===== src/rtl/vga_scanout.sv =====
// VGA raster scanout: pixel-tick divider, lead H/V timing counters, multiplier-free
// framebuffer address generation and a latency-matched output stage.
module vga_scanout #(
   parameter int BITS_PER_PIXEL    = 4,
   parameter int H_VISIBLE         = 640,
   parameter int H_FRONT           = 16,
   parameter int H_SYNC            = 96,
   parameter int H_BACK            = 48,
   parameter int V_VISIBLE         = 480,
   parameter int V_FRONT           = 10,
   parameter int V_SYNC            = 2,
   parameter int V_BACK            = 33,
   parameter int CLOCK_DIVIDE      = 4,
   parameter int FB_LATENCY        = 1,
   parameter int SCALE_SHIFT       = 0,
   parameter bit HSYNC_ACTIVE_HIGH = 1'b0,
   parameter bit VSYNC_ACTIVE_HIGH = 1'b0
) (
   input  logic                      i_Clock,
   input  logic                      i_Reset,
   input  logic                      i_Enable,
   input  logic [BITS_PER_PIXEL-1:0] i_Fb_Read_Data,
   output logic [31:0]               o_Fb_Read_Addr,
   output logic                      o_Fb_Read_Enable,
   output logic [BITS_PER_PIXEL-1:0] o_RGB,
   output logic                      o_Horizontal_Sync,
   output logic                      o_Vertical_Sync,
   output logic                      o_Visible,
   output logic                      o_Vblank,
   output logic                      o_Frame_Start
);

   localparam int H_TOTAL = H_VISIBLE + H_FRONT + H_SYNC + H_BACK;
   localparam int V_TOTAL = V_VISIBLE + V_FRONT + V_SYNC + V_BACK;
   localparam int H_W     = $clog2(H_TOTAL);
   localparam int V_W     = $clog2(V_TOTAL);
   localparam int DIV_W   = (CLOCK_DIVIDE > 1) ? $clog2(CLOCK_DIVIDE) : 1;
   localparam int REP_W   = 2;

   localparam logic [DIV_W-1:0] DIV_LAST   = DIV_W'(CLOCK_DIVIDE - 1);
   localparam logic [H_W-1:0]   H_LAST     = H_W'(H_TOTAL - 1);
   localparam logic [V_W-1:0]   V_LAST     = V_W'(V_TOTAL - 1);
   localparam logic [REP_W-1:0] REP_LAST   = REP_W'((1 << SCALE_SHIFT) - 1);
   localparam logic [H_W-1:0]   H_REP_MASK = H_W'((1 << SCALE_SHIFT) - 1);
   localparam logic [31:0]      ROW_STRIDE = 32'(H_VISIBLE >> SCALE_SHIFT);
   localparam logic             HS_ACTIVE  = HSYNC_ACTIVE_HIGH;
   localparam logic             VS_ACTIVE  = VSYNC_ACTIVE_HIGH;

   typedef enum logic [1:0] {
      REGION_VISIBLE,
      REGION_FRONT,
      REGION_SYNC,
      REGION_BACK
   } region_t;

   // All-zero stage means "blank, syncs inactive": the reset/idle state of the pipe.
   typedef struct packed {
      logic visible;
      logic hsync;
      logic vsync;
      logic vblank;
      logic frame_start;
   } stage_t;

   localparam int PIPE_W = FB_LATENCY * $bits(stage_t);

   function automatic region_t decode_region(input int pos, input int vis_len,
                                             input int front_len, input int sync_len);
      if (pos < vis_len)                             return REGION_VISIBLE;
      else if (pos < vis_len + front_len)            return REGION_FRONT;
      else if (pos < vis_len + front_len + sync_len) return REGION_SYNC;
      else                                           return REGION_BACK;
   endfunction

   logic [DIV_W-1:0]             div_count;
   logic [H_W-1:0]               h_count;
   logic [V_W-1:0]               v_count;
   logic [REP_W-1:0]             line_rep;
   logic [31:0]                  row_base;
   stage_t [FB_LATENCY-1:0]      pipe_q;
   stage_t                       out_stage;
   stage_t                       lead;
   region_t                      h_region;
   region_t                      v_region;
   logic                         tick;
   logic                         fetch;

   // NOTE: every variable is assigned on every pass through this block, so no
   // latch can be inferred; add a default first if a conditional assignment appears.
   always_comb begin
      tick             = (div_count == DIV_LAST);
      h_region         = decode_region(32'(h_count), H_VISIBLE, H_FRONT, H_SYNC);
      v_region         = decode_region(32'(v_count), V_VISIBLE, V_FRONT, V_SYNC);
      lead.visible     = (h_region == REGION_VISIBLE) && (v_region == REGION_VISIBLE);
      lead.hsync       = (h_region == REGION_SYNC);
      lead.vsync       = (v_region == REGION_SYNC);
      lead.vblank      = (v_region != REGION_VISIBLE);
      lead.frame_start = (h_count == '0) && (v_count == '0);
      // Replicated pixels reuse the word fetched for the first of the group.
      fetch            = lead.visible && ((h_count & H_REP_MASK) == '0);
   end

   assign out_stage = pipe_q[FB_LATENCY-1];

   // Lead timing and address generation. The row base steps by one scaled row
   // every 2^SCALE_SHIFT lines, so the address is an add, never a multiply.
   // NOTE: sequential state uses non-blocking assignments so every register
   // samples pre-edge values regardless of statement order.
   always_ff @(posedge i_Clock or posedge i_Reset) begin
      if (i_Reset) begin
         div_count        <= '0;
         h_count          <= '0;
         v_count          <= '0;
         line_rep         <= '0;
         row_base         <= '0;
         o_Fb_Read_Addr   <= '0;
         o_Fb_Read_Enable <= 1'b0;
      end else if (!i_Enable) begin
         div_count        <= '0;
         h_count          <= '0;
         v_count          <= '0;
         line_rep         <= '0;
         row_base         <= '0;
         o_Fb_Read_Addr   <= '0;
         o_Fb_Read_Enable <= 1'b0;
      end else begin
         o_Fb_Read_Enable <= 1'b0;
         div_count        <= tick ? '0 : div_count + 1'b1;
         if (tick) begin
            if (lead.visible) begin
               o_Fb_Read_Addr   <= row_base + (32'(h_count) >> SCALE_SHIFT);
               o_Fb_Read_Enable <= fetch;
            end
            if (h_count == H_LAST) begin
               h_count <= '0;
               if (v_count == V_LAST) begin
                  v_count  <= '0;
                  line_rep <= '0;
                  row_base <= '0;
               end else begin
                  v_count <= v_count + 1'b1;
                  if (line_rep == REP_LAST) begin
                     line_rep <= '0;
                     row_base <= row_base + ROW_STRIDE;
                  end else begin
                     line_rep <= line_rep + 1'b1;
                  end
               end
            end else begin
               h_count <= h_count + 1'b1;
            end
         end
      end
   end

   // Flag pipeline and output stage, both stepping on pixel ticks so the flags
   // meet the framebuffer data returned FB_LATENCY pixels after address issue.
   // NOTE: the pipeline is a short register chain, not a RAM, so it is reset to
   // keep the outputs defined while it refills after reset or enable.
   always_ff @(posedge i_Clock or posedge i_Reset) begin
      if (i_Reset) begin
         pipe_q            <= '0;
         o_RGB             <= '0;
         o_Visible         <= 1'b0;
         o_Vblank          <= 1'b0;
         o_Frame_Start     <= 1'b0;
         o_Horizontal_Sync <= ~HS_ACTIVE;
         o_Vertical_Sync   <= ~VS_ACTIVE;
      end else if (!i_Enable) begin
         pipe_q            <= '0;
         o_RGB             <= '0;
         o_Visible         <= 1'b0;
         o_Vblank          <= 1'b0;
         o_Frame_Start     <= 1'b0;
         o_Horizontal_Sync <= ~HS_ACTIVE;
         o_Vertical_Sync   <= ~VS_ACTIVE;
      end else begin
         o_Frame_Start <= 1'b0;
         if (tick) begin
            // Oldest stage drops off the top; the lead flags enter at stage 0.
            pipe_q            <= PIPE_W'({pipe_q, lead});
            o_RGB             <= out_stage.visible ? i_Fb_Read_Data : '0;
            o_Visible         <= out_stage.visible;
            o_Vblank          <= out_stage.vblank;
            o_Frame_Start     <= out_stage.frame_start;
            o_Horizontal_Sync <= out_stage.hsync ? HS_ACTIVE : ~HS_ACTIVE;
            o_Vertical_Sync   <= out_stage.vsync ? VS_ACTIVE : ~VS_ACTIVE;
         end
      end
   end

endmodule


===== config.mk =====
export PLATFORM = sky130hd
export DESIGN_NAME = vga_scanout
export DESIGN_NICKNAME = d
export VERILOG_FILES = /design/src/rtl/vga_scanout.sv
export SDC_FILE = /design/constraint.sdc
export NUM_CORES = 1
export LEC_CHECK = 0
export BUFFER_PORTS_ARGS = -buffer_cell sky130_fd_sc_hd__buf_2
export CORE_MARGIN = 5
export CORE_UTILIZATION = 64
export DETAILED_ROUTE_END_ITERATION = 16
export PLACE_DENSITY = 0.85
export SLEW_MARGIN = 10
export SYNTH_ARGS = -nofsm -noshare
export SYNTH_HDL_FRONTEND = slang
export SYNTH_SLANG_ARGS = --single-unit

===== constraint.sdc =====
create_clock -name i_Clock -period 5.85 [get_ports i_Clock]
set_clock_uncertainty 0.05 [all_clocks]
set_input_delay 0.585 -clock i_Clock [delete_from_list [all_inputs] [get_ports i_Clock]]
set_output_delay 0.585 -clock i_Clock [all_outputs]
set_load 0.05 [all_outputs]

==> results of run 1 <==
## sequential cells by signal, indices dropped and copies added, names as in the netlist
| signal | flops |
|---|---|
| out_stage | 5 |
| o_Fb_Read_Addr | 32 |
| o_Frame_Start | 1 |
| div_count | 2 |
| o_Fb_Read_Enable | 1 |
| v_count | 10 |
| o_Vblank | 1 |
| line_rep | 2 |
| row_base | 25 |
| o_Visible | 1 |
| o_Horizontal_Sync | 1 |
| o_RGB | 4 |
| o_Vertical_Sync | 1 |
| h_count | 10 |
## path summary, 6_finish.rpt
kind                              start                 end  slack, ns  cells past startpoint
max in group asynchronous       i_Reset          h_count[7]       4.36                      3
min in group i_Clock       div_count[0]        div_count[0]       0.38                      1
max reg2reg                  h_count[7]        row_base[18]       3.01                      5
max                          h_count[7]        row_base[18]       3.01                      5
min                             i_Reset  o_Fb_Read_Addr[24]       0.22                      2
min reg2reg                div_count[0]        div_count[0]       0.38                      1
## worst reg2reg max path, stage by stage, from the launching register on
cell,delay [ns]
dfrtp_1,0.49
or4b_4,0.54
o31a_1,0.62
nor2_4,0.60
nand2_1,0.18
o41ai_1,0.26
## through the flow
stage	std cells	utilization [%]	worst slack, ns	cell area, um^2
6_report	678	70.98	3.005	5485
5_1_grt	678	70.98	2.887	5485
4_1_cts	678	70.92	3.011	5480
3_5_place_dp	662	68.36	2.992	5283
3_3_place_gp	662	68.36	3.028	5283
2_1_floorplan	545	-	2.713	5052
## where the power goes
part	switching, W	leakage (nW)	internal, W	total [W]
sequential	0.0000196	1.32	0.000679	0.000699
clock	0.000230	0.0993	0.000209	0.000439
combinational	0.0000842	1.02	0.0000354	0.000120
total	0.000334	2.44	0.000923	0.00126
## layer usage
| metal | GRT usage [%] | vias to the layer above | share of wire (%) |
|---|---|---|---|
| met5 | 0 | - | 0 |
| met4 | 7.458 | 0 | 1.5 |
| met1 | 36.38 | 2057 | 44 |
| li1 | - | 2008 | - |
| met3 | 4.671 | 17 | 8.1 |
| met2 | 37.40 | 184 | 46 |
## logic make-up (layout without fill, tap and decap cells)
group                      Yosys count  after routing  synth area share, %
AOI/OAI and AO/OA                  154            154                20.08
adders and majority gates           11             11                2.724
DFF                                 96             96                47.60
buffers and inverters               47             78                4.185
and+or+nand+nor                    208            208                20.28
muxes                                4              4               0.7925
xor gates and xnor gates            25             25                4.334
## final cells by class
| type | count | area share (%) |
|---|---|---|
| clock buffer | 11 | 2.578 |
| clock inverter | 5 | 1.026 |
| inverter | 10 | 0.7071 |
| multi-input combinational | 402 | 44.59 |
| sequential | 96 | 43.84 |
| tap | 102 | 2.327 |
| timing repair buffer | 52 | 4.927 |
## placed cells by master (no fill, tap or decap), types with 7 or more instances in the layout
| cell type | count |
|---|---|
| a21boi_0 | 15 |
| a21oi_1 | 19 |
| a22o_1 | 15 |
| a31oi_1 | 11 |
| and3_1 | 8 |
| buf_2 | 48 |
| clkbuf_8 | 10 |
| dfrtp_1 | 94 |
| ha_1 | 11 |
| inv_1 | 9 |
| nand2_1 | 80 |
| nand3_1 | 30 |
| nand4_1 | 18 |
| nor2_1 | 20 |
| nor2b_1 | 9 |
| nor3_1 | 14 |
| o21ai_0 | 48 |
| o21ai_1 | 14 |
| o31ai_1 | 7 |
| xnor2_1 | 18 |
| xor2_1 | 7 |
==> impl_results.md, run 1 <==
* Full die area at 0.009771 mm^2
* Worst Path Arrival at 3.05 ns
* Post-CTS Setup Repair Bufs at 0
* Fin crit period at 2.845 ns
* Syn nets at 563
* Worst Path Buf+Inv at 0
* Max Cap Violations at 0
* Worst-skew pair later-pin latency at 0.37 ns
* FMAX at 351.6 MHz
* YS warnings at 0
* Unrepaired setup endpoints after global routing: false
* CP top delay family: simple AND/OR/NAND/NOR gates
* Synth area leader: dfrtp_1
* Synth top area cells: dfrtp_1 (47%), nand2_1 (5.9%), o21ai_0 (4.8%)
* Post-synth EDFFs at 0
* Slew Viols, Final at 0
* Critical Path Sink Type: flop
* Number of iterations in the first detailed-routing pass at 7
* Total power at 0.001257 W
* Syn avg cell area at 9.270 um^2
* # rows at 32
* Post-CTS Resized at 0
* WL final at 11730 um
* Mapped Cells at 545
* Final Hold Vio Count at 0
* Total core area at 0.007727 mm^2
* Share of layout cells above drive strength 1 at 13.37%
* Cts hold-fix bufs at 0
* H-Tree Level Count at 3
* Initial Util at 65.38%
* Largest stage delay, worst path at 0.62 ns
* Worst path slowest cell: o31a_1
* Fill count at 595
* Nets at 589
* Vias in the first global route at 3966
* Pin count of the biggest net entering global routing at 59
* Number of I/O pins at 49
* Top-count cell post-synth: dfrtp_1
* Primary FF master, synth: dfrtp_1
* Req. time, crit path at 6.05 ns
* Routed Antenna Nets at 0
* Asr flop ratio synth at 100.0%
* Post-route DRC at 0
* Num CTS Buffers at 9
* Die Y at 98.85 um
* Power per cell area at 229.2 mW/mm^2
* Multi-input logic area at 0.002446 mm^2
* Via/cell ratio at 6.292
* Period utilization at 48.62%
* Yosys top cell area share at 46.56%
* Hold Crit Class: in -> async
* Worst setup SP type: flop
* Max_slew headroom at 31.94%
* FF+latch area at 0.002405 mm^2
* Die Wd at 98.85 um
* Peak VDD IR at 0.1420 mV
* Synth Cell Area at 0.005052 mm^2
* Input/output buffers at 48
* Hold slack at 0.2165 ns
* Library cells used by synthesis at 49
* Post-synth top cells: dfrtp_1 (94), nand2_1 (80), o21ai_0 (48)
* Global route overflow at 0
* First-pass GRT wire length at 19850 um
* Outcome: finished, final reports clean
* Root buf cell: clkbuf_8
* Diode count at 0
* Leakage at 2.440 nW
* Seq cells post-synth at 96
* Clk slew on worst S/H paths at 0.09 ns
* Clock Path Buffers at 2
* Register area share after synthesis at 47.60%
* Clk sink count at 96
* Least-Margin Pin Slew at 1.021 ns
* Total number of vias at 4266
* Layout area overhead at 8.569%
* CTS tree: built
* Initial antenna violation count at 0
* Crit-path cells: or4b_4 -> o31a_1 -> nor2_4 -> nand2_1 -> o41ai_1
* Final setup TNS at 0 ns
* Total track usage at 24.74%
* Gpl congestion at 0.9476
* Critical-path maximum fanout at 24
* Critical setup path kind: reg -> reg
* Final setup fails at 0
* HPWL after DPL at 8166 um
* Routed len/inst at 17.30 um
* DRT iter0 DRCs at 429
No activity file was read; power rests on OpenSTA's default activity.
==> run 2: changes to the inputs <==
--- a/config.mk
+++ b/config.mk
@@ -5,11 +5,12 @@
 export SDC_FILE = /design/constraint.sdc
 export NUM_CORES = 1
 export LEC_CHECK = 0
+export ABC_AREA = 1
 export BUFFER_PORTS_ARGS = -buffer_cell sky130_fd_sc_hd__buf_2
 export CORE_MARGIN = 5
-export CORE_UTILIZATION = 64
+export CORE_UTILIZATION = 54
 export DETAILED_ROUTE_END_ITERATION = 16
-export PLACE_DENSITY = 0.85
+export PLACE_DENSITY = 0.76
 export SLEW_MARGIN = 10
 export SYNTH_ARGS = -nofsm -noshare
 export SYNTH_HDL_FRONTEND = slang
==> constraint.sdc (replaced) <==
create_clock -name i_Clock -period 2.6 [get_ports i_Clock]
set_clock_uncertainty 0.05 [all_clocks]
set_input_delay 0.26 -clock i_Clock [delete_from_list [all_inputs] [get_ports i_Clock]]
set_output_delay 0.26 -clock i_Clock [all_outputs]
set_load 0.05 [all_outputs]
==> run 2 against run 1 <==
Sequential power increased by 120%; non-clock buffer count is 5 higher; fmax is 30% higher; clock-buffer cell count decreased by 2; routed wire length up 25%; via count rose by 17%; total power grew 120%; worst hold slack worse by 0.14 ns; synthesized cell count up 35%; setup slack worse by 2.6 ns; sequential share of layout area fell by 3.7 points; die area grew 23%; critical path type unchanged; critical endpoint is now row_base[23].
==> impl_results.md, run 2 <==
* Outcome: finished, final reports clean
* Clk sink count at 96 (unchanged)
* Vias in the first global route at 4941 (+25%)
* Seq cells post-synth at 96 (unchanged)
* Critical Path Sink Type: flop
* Mapped Cells at 735 (+35%)
* Number of flip-flops in the largest register at 32 (unchanged)
* Synth area leader: dfrtp_1
* Total track usage at 26.23% (+1.5 points)
* Share of layout cells above drive strength 1 at 11.36% (-2.0 points)
* Pin count of the biggest net entering global routing at 38 (-36%)
* Post-synth top cells: nand2_1 (229), inv_1 (97), dfrtp_1 (94)
* Clk network pwr share at 38.3% (+3.4 points)
* Initial Util at 55.32% (-10 points)
* Critical setup path kind: reg -> reg
* Biggest regs: o_Fb_Read_Addr (32), row_base (25)
* WL final at 14660 um (+25%)
* Total number of vias at 5008 (+17%)
* Max Cap Violations at 0 (unchanged)
* Final Hold Vio Count at 0 (unchanged)
* Commonest non-fill, non-tap cell in the layout: nand2_1
* Gate power share at 6.3% (-3.2 points)
* Worst-skew pair later-pin latency at 0.38 ns (about the same)
* Flop pwr share at 55.3% (-0.3 points)
* Biggest register: o_Fb_Read_Addr
* Leakage at 3.045 nW (+25%)
* Clock Path Buffers at 2 (unchanged)
* Global route overflow at 0 (unchanged)
* FMAX at 456.0 MHz (+30%)
* Top-count cell post-synth: nand2_1
* Fill count at 915 (+54%)
* Yosys top cell area share at 43.70% (-2.9 points)
* Least-Margin Pin Slew at 0.7977 ns (-0.2232 ns)
* Total core area at 0.009729 mm^2 (+26%)
* Critical-path maximum fanout at 24 (unchanged)
* Layout area overhead at 11.25%
* Worst R2R End: row_base[23]
* HPWL after DPL at 10900 um (+33%)
* Die Wd at 109.8 um (+11%)
* Input/output buffers at 48 (unchanged)
* First-pass GRT wire length at 24310 um (+22%)
* Leading cell types in the layout, fill and taps excluded: nand2_1 (229), inv_1 (96), dfrtp_1 (94), nor2_1 (79), nand3_1 (60)
* Initial antenna violation count at 0 (unchanged)
* Max_slew headroom at 46.71% (+15 points)
* CTS tree: built
* Unrepaired setup endpoints after global routing: false
* Num CTS Buffers at 9 (unchanged)
* Final setup fails at 0 (unchanged)
* Hold Crit Class: in -> reg
* Via/cell ratio at 5.414 (-14%)
* Syn nets at 753 (+34%)
* Fin crit period at 2.193 ns (-0.6518 ns)
* Primary FF master, synth: dfrtp_1
* Library cells used by synthesis at 38 (-22%)
* Worst setup SP type: flop
* Routed Antenna Nets at 0 (unchanged)
* Setup crit end: row_base[23]
* Die Y at 109.8 um (+11%)
* FF-to-FF path depth at 10 (+5)
* R2R setup slack at 0.41 ns (-2.60 ns)
* Routed len/inst at 15.85 um (-8.4%)
* Hold slack at 0.07926 ns (-0.1372 ns)
* Internal power at 0.002011 W (+120%)
* Number of iterations in the first detailed-routing pass at 6 (-1)
* Nets at 805 (+37%)
* Final instance area at 0.005988 mm^2 (+9.2%)
* H-Tree Level Count at 3 (unchanged)
* Dpl cell area at 0.005768 mm^2 (+9.2%)
* YS warnings at 0 (unchanged)
* Worst Path Arrival at 2.47 ns (-0.58 ns)
* Cts hold-fix bufs at 1 (+1)
* Switching share of power at 26.56% (about the same)
* Syn avg cell area at 7.323 um^2 (-21%)
* Number of I/O pins at 49 (unchanged)
* Req. time, crit path at 2.87 ns (-3.18 ns)
* Diode count at 0 (unchanged)
* Register area share after synthesis at 44.68% (-2.9 points)
* Post-CTS Setup Repair Bufs at 0 (unchanged)
* Gpl congestion at 0.9537 (+0.64%)
* Clk slew on worst S/H paths at 0.10 ns (about the same)
* Worst r2r src: v_count[1]
* Final setup TNS at 0 ns (unchanged)
* Peak VDD IR at 0.3270 mV (+130%)
* Asr flop ratio synth at 100.0% (unchanged)
* Synth Cell Area at 0.005383 mm^2 (+6.5%)
* Power per cell area at 457.2 mW/mm^2 (+99%)
* Post-CTS Resized at 0 (unchanged)
* DRT iter0 DRCs at 356 (-17%)
* Full die area at 0.01206 mm^2 (+23%)
* # rows at 36 (+13%)
* Switch Pwr at 0.0007270 W (+120%)
* Worst Setup SP: v_count[1]
* Post-route DRC at 0 (unchanged)
* Root buf cell: clkbuf_8
* Post-synth EDFFs at 0 (unchanged)
* Synth top area cells: dfrtp_1 (44%), nand2_1 (16%), inv_1 (6.8%)
* Slew Viols, Final at 0 (unchanged)
* Period utilization at 84.34% (+36 points)
[run 2: worst min-delay path by stage]
| stage | startpoint | endpoint | slack (ns) | depth (start not counted) |
|---|---|---|---|---|
| floorplan | out_stage[2] | o_Vertical_Sync | 0.34 | 1 |
| global placement | out_stage[2] | o_Vertical_Sync | 0.37 | 1 |
| detailed placement | out_stage[2] | o_Vertical_Sync | 0.37 | 1 |
| CTS | i_Fb_Read_Data[3] | o_RGB[3] | 0.07 | 2 |
| global route | i_Fb_Read_Data[3] | o_RGB[3] | 0.07 | 2 |
| finish | i_Fb_Read_Data[3] | o_RGB[3] | 0.08 | 2 |
[run 2: kinds of logic after synthesis]
kind of cell	synth area share, %
flip-flops	44.68
buffers and inverters	8.949
AND/OR/NAND/NOR	32.54
adder cells (fa/ha/maj)	2.557
XOR/XNOR	2.115
AO/OA/AOI/OAI	9.159
[run 2: per-stage QoR]
step | setup slack, ns | util [%] | instances | total power, W
6_report | 0.4072 | 61.55 | 925 | 0.002738
5_1_grt | 0.1515 | 61.55 | 925 | 0.002846
4_1_cts | 0.3922 | 61.55 | 925 | 0.002765
3_5_place_dp | 0.4017 | 59.29 | 908 | 0.001718
3_3_place_gp | 0.3866 | 59.29 | 908 | 0.001713
2_1_floorplan | 0.8511 | - | 735 | 0.001666
[run 2: cell type report]
type / instances / area, um^2 / share of cell area (%)
clock buffers: 9 / 123.9 / 2.069
multi-input cells: 524 / 2496 / 41.68
inverters: 99 / 375.4 / 6.268
repair buffers: 57 / 335.3 / 5.600
flip-flops and latches: 96 / 2405 / 40.16
well taps: 133 / 166.4 / 2.779
clock inverters: 7 / 86.33 / 1.442
[run 2: metal layers]
layer / global-route usage (%) / wire (um)
met2: 43.63 / 6988
met5: 0 / 0
met4: 14.34 / 565
met3: 3.053 / 811
met1: 33.26 / 6298
[run 2: critical path: stages, from the launching register on]
cell	delay, ns
dfrtp_1	0.40
inv_1	0.10
ha_1	0.15
nand2_1	0.05
nor2_1	0.20
nand2_2	0.09
nand3_2	0.20
nand2_2	0.34
inv_2	0.34
nand3_1	0.13
nand2_1	0.07
[run 2: power by group through the flow]
stage               registers (W)  logic, W  clock network (W)
CTS                       0.00151  0.000176            0.00107
global placement          0.00154  0.000170                  0
floorplan                 0.00155  0.000114                  0
global route              0.00152  0.000194            0.00113
finish                    0.00151  0.000174            0.00105
detailed placement        0.00154  0.000174                  0
